===== src/rtl/c3lib_sync_pkg.sv =====
// Shared limits, types and helpers for the multi-channel filtered synchroniser.
package c3lib_sync_pkg;

    localparam int SYNC_STAGES_MIN = 2;
    localparam int SYNC_STAGES_MAX = 4;
    localparam int FILT_CYCLES_MAX = 255;

    typedef logic [7:0] glitch_cnt_t;

    function automatic int filt_cnt_w(input int filt_cycles);
        return $clog2(filt_cycles + 1);
    endfunction

endpackage


===== src/rtl/c3lib_sync_filt_chan.sv =====
// One channel: sync chain, stability filter and registered edge pulses.
// With C3LIB_SYNC_FILT_GLITCH_CNT_EN a per-cycle glitch-reject flag is exported.
module c3lib_sync_filt_chan
    import c3lib_sync_pkg::*;
#(
    parameter int   SYNC_STAGES = 2,
    parameter int   FILT_CYCLES = 3,
    parameter logic RESET_VAL   = 1'b1
) (
    input  logic clk,
    input  logic rst_in,
    input  logic data_in,
`ifdef C3LIB_SYNC_FILT_GLITCH_CNT_EN
    output logic glitch,
`endif
    output logic data_out,
    output logic rise_pls,
    output logic fall_pls
);

    localparam int CW = filt_cnt_w(FILT_CYCLES);
    localparam logic [CW-1:0] LAST = CW'(FILT_CYCLES - 1);

    logic [SYNC_STAGES-1:0] chain;
    logic [CW-1:0]          cnt;
    logic                   sync;
    logic                   diff;
    logic                   done;

    assign sync = chain[SYNC_STAGES-1];
    assign diff = sync ^ data_out;
    assign done = diff && (cnt == LAST);

`ifdef C3LIB_SYNC_FILT_GLITCH_CNT_EN
    // sync fell back to data_out part-way through qualification
    assign glitch = !diff && (cnt != '0);
`endif

    always_ff @(posedge clk) begin
        if (rst_in) begin
            chain    <= {SYNC_STAGES{RESET_VAL}};
            cnt      <= '0;
            data_out <= RESET_VAL;
            rise_pls <= 1'b0;
            fall_pls <= 1'b0;
        end else begin
            chain    <= {chain[SYNC_STAGES-2:0], data_in};
            rise_pls <= done & sync;
            fall_pls <= done & ~sync;
            if (!diff) begin
                cnt <= '0;
            end else if (done) begin
                data_out <= sync;
                cnt      <= '0;
            end else begin
                cnt <= cnt + CW'(1);
            end
        end
    end

endmodule


===== src/rtl/c3lib_sync_filt_multi.sv =====
// Multi-channel filtered synchroniser with edge pulses.
// Define C3LIB_SYNC_FILT_GLITCH_CNT_EN to add the saturating glitch counter.
module c3lib_sync_filt_multi
    import c3lib_sync_pkg::*;
#(
    parameter int               WIDTH       = 4,
    parameter int               SYNC_STAGES = 2,
    parameter logic [WIDTH-1:0] RESET_VAL   = {WIDTH{1'b1}},
    parameter int               FILT_CYCLES = 3
) (
    input  logic             clk,
    input  logic             rst_in,
    input  logic [WIDTH-1:0] data_in,
`ifdef C3LIB_SYNC_FILT_GLITCH_CNT_EN
    input  logic             glitch_clr,
    output glitch_cnt_t      glitch_cnt,
`endif
    output logic [WIDTH-1:0] data_out,
    output logic [WIDTH-1:0] rise_pls,
    output logic [WIDTH-1:0] fall_pls
);

    if (WIDTH < 1 || WIDTH > 32) begin : g_bad_width
        $error("c3lib_sync_filt_multi: WIDTH %0d out of range 1..32", WIDTH);
    end
    if (SYNC_STAGES < SYNC_STAGES_MIN || SYNC_STAGES > SYNC_STAGES_MAX) begin : g_bad_sync
        $error("c3lib_sync_filt_multi: SYNC_STAGES %0d out of range", SYNC_STAGES);
    end
    if (FILT_CYCLES < 1 || FILT_CYCLES > FILT_CYCLES_MAX) begin : g_bad_filt
        $error("c3lib_sync_filt_multi: FILT_CYCLES %0d out of range", FILT_CYCLES);
    end

`ifdef C3LIB_SYNC_FILT_GLITCH_CNT_EN
    logic [WIDTH-1:0] glitch;
`endif

    for (genvar i = 0; i < WIDTH; i++) begin : g_chan
        c3lib_sync_filt_chan #(
            .SYNC_STAGES (SYNC_STAGES),
            .FILT_CYCLES (FILT_CYCLES),
            .RESET_VAL   (RESET_VAL[i])
        ) u_chan (
            .clk      (clk),
            .rst_in   (rst_in),
            .data_in  (data_in[i]),
`ifdef C3LIB_SYNC_FILT_GLITCH_CNT_EN
            .glitch   (glitch[i]),
`endif
            .data_out (data_out[i]),
            .rise_pls (rise_pls[i]),
            .fall_pls (fall_pls[i])
        );
    end

`ifdef C3LIB_SYNC_FILT_GLITCH_CNT_EN
    logic [8:0] sum;
    logic [8:0] nxt;

    always_comb begin
        sum = '0;
        for (int i = 0; i < WIDTH; i++) begin
            sum = sum + 9'(glitch[i]);
        end
        nxt = 9'(glitch_cnt) + sum;
    end

    always_ff @(posedge clk) begin
        if (rst_in || glitch_clr) begin
            glitch_cnt <= '0;
        end else if (nxt > 9'd255) begin
            glitch_cnt <= 8'd255;
        end else begin
            glitch_cnt <= nxt[7:0];
        end
    end
`endif

endmodule


===== config.mk =====
export PLATFORM = sky130hd
export DESIGN_NAME = c3lib_sync_filt_multi
export DESIGN_NICKNAME = d
export VERILOG_FILES = /design/src/rtl/c3lib_sync_pkg.sv /design/src/rtl/c3lib_sync_filt_chan.sv /design/src/rtl/c3lib_sync_filt_multi.sv
export SDC_FILE = /design/constraint.sdc
export NUM_CORES = 1
export LEC_CHECK = 0
export ABC_CLOCK_PERIOD_IN_PS = 1200
export CORE_UTILIZATION = 50
export DETAILED_ROUTE_END_ITERATION = 10
export DONT_BUFFER_PORTS = 1
export PLACE_DENSITY_LB_ADDON = 0.15
export SLEW_MARGIN = 20
export SYNTH_ARGS = -nofsm -noshare
export SYNTH_HDL_FRONTEND = slang
export SYNTH_HIERARCHICAL = 1
export SYNTH_SLANG_ARGS = --single-unit

===== constraint.sdc =====
create_clock -name clk -period 1.2 [get_ports clk]
set_input_delay 0.12 -clock clk [delete_from_list [all_inputs] [get_ports clk]]
set_output_delay 0.12 -clock clk [all_outputs]
set_load 0.01 [all_outputs]

## Word-level counts from Yosys, hierarchy flattened

Cells that the tools add are included.

- Output and inout bits: 12
- Latch bits: 0
- Logic and storage cells: 60
- ROM bits: 0
- Bits of input ports: 6
- Memory bits (writable): 0
- Register bits: 28
- Memories: 0

- Add/sub/neg operators: 4
- Muxes and demuxes: 0
- Bitwise logic cells: 20
- Equality and inequality tests: 4
- Reduce and logical (&&, ||, !) cells: 12
- Divide/modulo/power cells: 0
- $mul: 0
- Order comparisons: 0
- Shifts and indexed selects: 0

Operator list:

| kind | number |
|---|---|
| 3-bit OR reduction | 4 |
| 2-bit by 1-bit adder with 2-bit output, second input constant | 4 |
| 1-bit bitwise AND | 8 |
| 2-bit == test, second input constant | 4 |
| 1-bit NOT | 8 |
| 2-bit AND reduction | 4 |
| 1-bit logical AND | 4 |
| 1-bit bitwise XOR | 4 |

## Depth between registers and ports, before layout

- Word-level depth: 3
- Depth in mapped cells: 4
- Mapped depth without buffers: 4

## Hierarchy

Netlist, hierarchy kept.

By module, submodules not included:

| module | cells each | area each (µm²) | instances | sequential area each (µm²) |
|---|---|---|---|---|
| c3lib_sync_filt_chan | 18 | 231.5 | 4 | 140.1 |

## Worst setup path after synthesis

OpenSTA, ideal clock, no wires.

- Path type: register to register
- Start: register g_chan[0].u_chan.cnt[0]
- End: register g_chan[0].u_chan.data_out
- Stages on the path, launching flop included: 4
- Data required time: 1.080 ns
- Path slack: 0.189 ns
- Path buffers: 0
- Data arrival time: 0.891 ns
- Cells stage by stage: dfxtp_1 > inv_1 > ha_1 > a211o_2

- Longest elaborated chain between the ends: 3

RTL lines:

| what | line | text |
|---|---|---|
| start: declaration | c3lib_sync_filt_chan.sv:25 | `logic [CW-1:0] cnt;` |
| start signal: assignment | c3lib_sync_filt_chan.sv:56 | `cnt <= cnt + CW'(1);` |
| 2-bit == test | c3lib_sync_filt_chan.sv:32 | `assign done = diff && (cnt == LAST);` |
| 1-bit logical AND | c3lib_sync_filt_chan.sv:32 |  |
| 2-bit AND reduction (no source line) | n/a |  |
| end signal: assignment | c3lib_sync_filt_chan.sv:53 | `data_out <= sync;` |
| end: declaration | c3lib_sync_filt_chan.sv:16 | `output logic data_out,` |

No other way between the ends.
A chain may end at the register's enable or synchronous reset.

## Final worst setup path

- Start: register g_chan[3].u_chan.cnt[0]
- End: register g_chan[3].u_chan.data_out

- Longest elaborated chain between the ends: 3

RTL lines:

| what | line |
|---|---|
| start: declaration | c3lib_sync_filt_chan.sv:25 |
| start signal: assignment | c3lib_sync_filt_chan.sv:56 |
| 2-bit == test | c3lib_sync_filt_chan.sv:32 |
| 1-bit logical AND | c3lib_sync_filt_chan.sv:32 |
| 2-bit AND reduction (no source line) | n/a |
| end signal: assignment | c3lib_sync_filt_chan.sv:53 |
| end: declaration | c3lib_sync_filt_chan.sv:16 |

No other way between the ends.

==> metrics.md <==
| Metric | Value |
|---|---|
| Outcome | finished, final reports clean |
| Rows | 15 |
| Maximum clock frequency | 908.7 MHz |
| Final instance area | roughly 1000 µm² |
| Setup CP Type | reg -> reg |
| Root buf cell | clkbuf_4 |
| Tightest Pin Transition | 636.4 ps |
| Post-Synthesis Net Count | 82 |
| Pre-CTS setup slack | 123.8 ps |
| Die Area | 2028 µm² |
| Post-Syn Area per Cell | roughly 13 µm² |
| Critical Path Fanout Max | 6 |
| Capturing point of the worst reg2reg path | g_chan[3].u_chan/data_out |
| Clk buf depth | 2 |
| Final Net Count | 92 |
| WL final | 1.353 mm |
| Ys Warns | 6 |
| Relative slew slack | 57.43% |
| Simple-gate share of the synthesized area | 24.32% |
| Sequential-to-total area share from yosys stat | 60.54% |
| Clock group share of total power | 30.4% |
| Post-route minimum period | 1101 ps |
| Cts-stage hold buffer count | 5 |
| Die H | ~45 µm |
| Initial DRC count | 1 |
| Setup repair bufs after CTS | 0 |
| Post-route ant nets | 0 |
| TritonCTS clock tree | built |
| Final setup viols | 0 |
| Final hold vios | 0 |
| Initial core utilization | between 50% and 60% |
| Fill cells | 159 |
| Peak VDD IR | 1203 µV |
| RePlAce Congestion | 0.6775 |
| DP Area | 957.2 µm² |
| # DRC | 0 |
| # H-tree levels | 1 |
| Most common cell after layout, fill and taps aside | dfxtp_1 |
| Commonest cells after routing, fill and taps aside | 28 x dfxtp_1, 8 x and4bb_2, 8 x or2_2, 8 x nor4_1, 5 x dlygate4sd3_1 |
| WP data arrival | 1330 ps |
| Lkg Pwr | 0.3813 nW |
| Post-synthesis mux area share | 0% |
| Initial antenna violation count | 0 |
| Final worst-path cycle share | between 90% and 100% |
| Synth Area in Compound Gates | around 4.3% |
| DR WL/cell | approximately 13 µm |
| Ant diodes | 0 |
| Unique masters post-synth | 9 |
| CTS Buf Count | 3 |
| Synth Instances | just over 70 |
| Vias per Instance | 5.132 |
| Area growth from synthesis to layout | 12.70% |
| Setup WS post-layout | 99.48 ps |
| DRT Pass-1 Iters | 2 |
| Congestion Overflow GR | 0 |
| Via count | 544 |
| Reg2Reg Depth | 3 |
| CTS resizes | 0 |
| Worst-path clk slew | around 140 ps |
| Reg2reg setup slack | between 90 and 100 ps |
| Post-Syn Area | between 900 and 1000 µm² |
| Hold slack | ~38 ps |
| I/O Pins | 18 |
| Sw power | 286.7 µW |
| Post-DP HPWL | 808 µm |
| Combinational share of power | 3.5% |
| Clock Latency Late Sink | 320 ps |
| Worst Setup EP | g_chan[3].u_chan/data_out |
| Sum Neg Setup Slack | 0 ps |
| Worst hold path class | in -> reg |
| CP Data Required Time | around 1400 ps |
| Post-synthesis xor/xnor area fraction | 3.784% |
| Clk sinks | 28 |
| Port buffer count | 0 |
| Fraction of the mapped netlist area in adder cells | roughly 5.4% |
| Storage cell area | 560.5 µm² |
| First-pass GRT wire length | 2.159 mm |
| Max-cap viol count | 0 |
| Final Power | 1.451 mW |
| Core Region | between 1500 and 2000 µm² |
| Multi-input logic area | ~350 µm² |
| Crit. Startpoint | g_chan[3].u_chan/cnt[0] |
| Switching share of total power | 19.76% |
| Final max-slew violation count | 0 |
| Largest family of logic cells by synthesized area | simple AND/OR/NAND/NOR gates |
| Reg-to-Reg Start | g_chan[3].u_chan/cnt[0] |
| Vias in the first global route | 518 |
| Unrepaired setup endpoints after global routing | no |
| Worst setup EP type | flip-flop |
| Yosys reg bits | 28 |
| Critical Path Start Type | flip-flop |
| PwrDens | 1390 nW/µm² |
| Largest net degree at the start of global routing | 21 |
| Die width | 45.03 µm |
| Int Pwr | 1.164 mW |
| Sequential Power Share | 66.0% |
| Skew final | 1.407 ps |
| Layout cell share with drive strength beyond 1 | slightly below 30% |
| Total GRT Usage | 15.09% |
## worst max-delay path, cell delays in order (launching register included)
cell and delay, ps:
dfxtp_1 360, inv_1 50, ha_1 250, a211o_2 350
## metal layers
metal  track usage, %  vias to the layer above  wire length [µm]
met4            5.455                        0                13
met5                0                        -                 0
met3            6.800                        2                73
met2            24.64                       16               639
li1                 -                      277                 -
met1            17.34                      249               626
## worst min-delay path by stage
stage | startpoint | end | cells past startpoint
after global placement | rst_in | g_chan[3].u_chan/cnt[0] | 1
after CTS | rst_in | g_chan[3].u_chan/rise_pls | 1
final | rst_in | g_chan[3].u_chan/rise_pls | 1
after detailed placement | rst_in | g_chan[2].u_chan/cnt[0] | 1
after floorplan | rst_in | g_chan[0].u_chan/cnt[0] | 1
after global routing | rst_in | g_chan[0].u_chan/fall_pls | 1
## logic make-up (layout without fill, tap and decap cells)
logic type,count (synthesis),after routing
simple gates,28,28
buf+inv,4,13
flops,28,28
xor+xnor,4,4
compound gates,4,4
fa+ha+maj,4,4
## per-stage QoR
step                util [%]  instances
finish                 60.43        106
global route           60.43        106
CTS                    60.43        106
detailed placement     55.43         97
global placement       55.43         97
floorplan                  -         72
## power by group through the flow
stage               clock network (mW)  registers, mW  logic (mW)
global placement                     0          0.978      0.0290
finish                           0.441          0.958      0.0514
global route                     0.490          0.960      0.0569
CTS                              0.451          0.958      0.0512
detailed placement                   0          0.979      0.0306
floorplan                            0          0.976      0.0273
## registers in the layout, indices dropped and copies added (netlist names)
name,cells
g_chan.u_chan/rise_pls,4
g_chan.u_chan/fall_pls,4
g_chan.u_chan/data_out,4
g_chan.u_chan/chain,8
g_chan.u_chan/cnt,8
## layout make-up
cell class | instances | area share [%]
inverters | 4 | 1.439
well taps | 25 | 2.998
repair buffers | 5 | 4.796
clock buffers | 4 | 3.477
multi-input cells | 40 | 33.57
flip-flops and latches | 28 | 53.72
## Yosys cell counts, drive strengths merged
master	number	area share (%)
or2	8	5.4
nor2b	4	2.7
inv	4	1.6
and4bb	8	11
nor4	8	5.4
dfxtp	28	61
xnor2	4	3.8
a211o	4	4.3
ha	4	5.4
(Power assumes the default switching activity.)
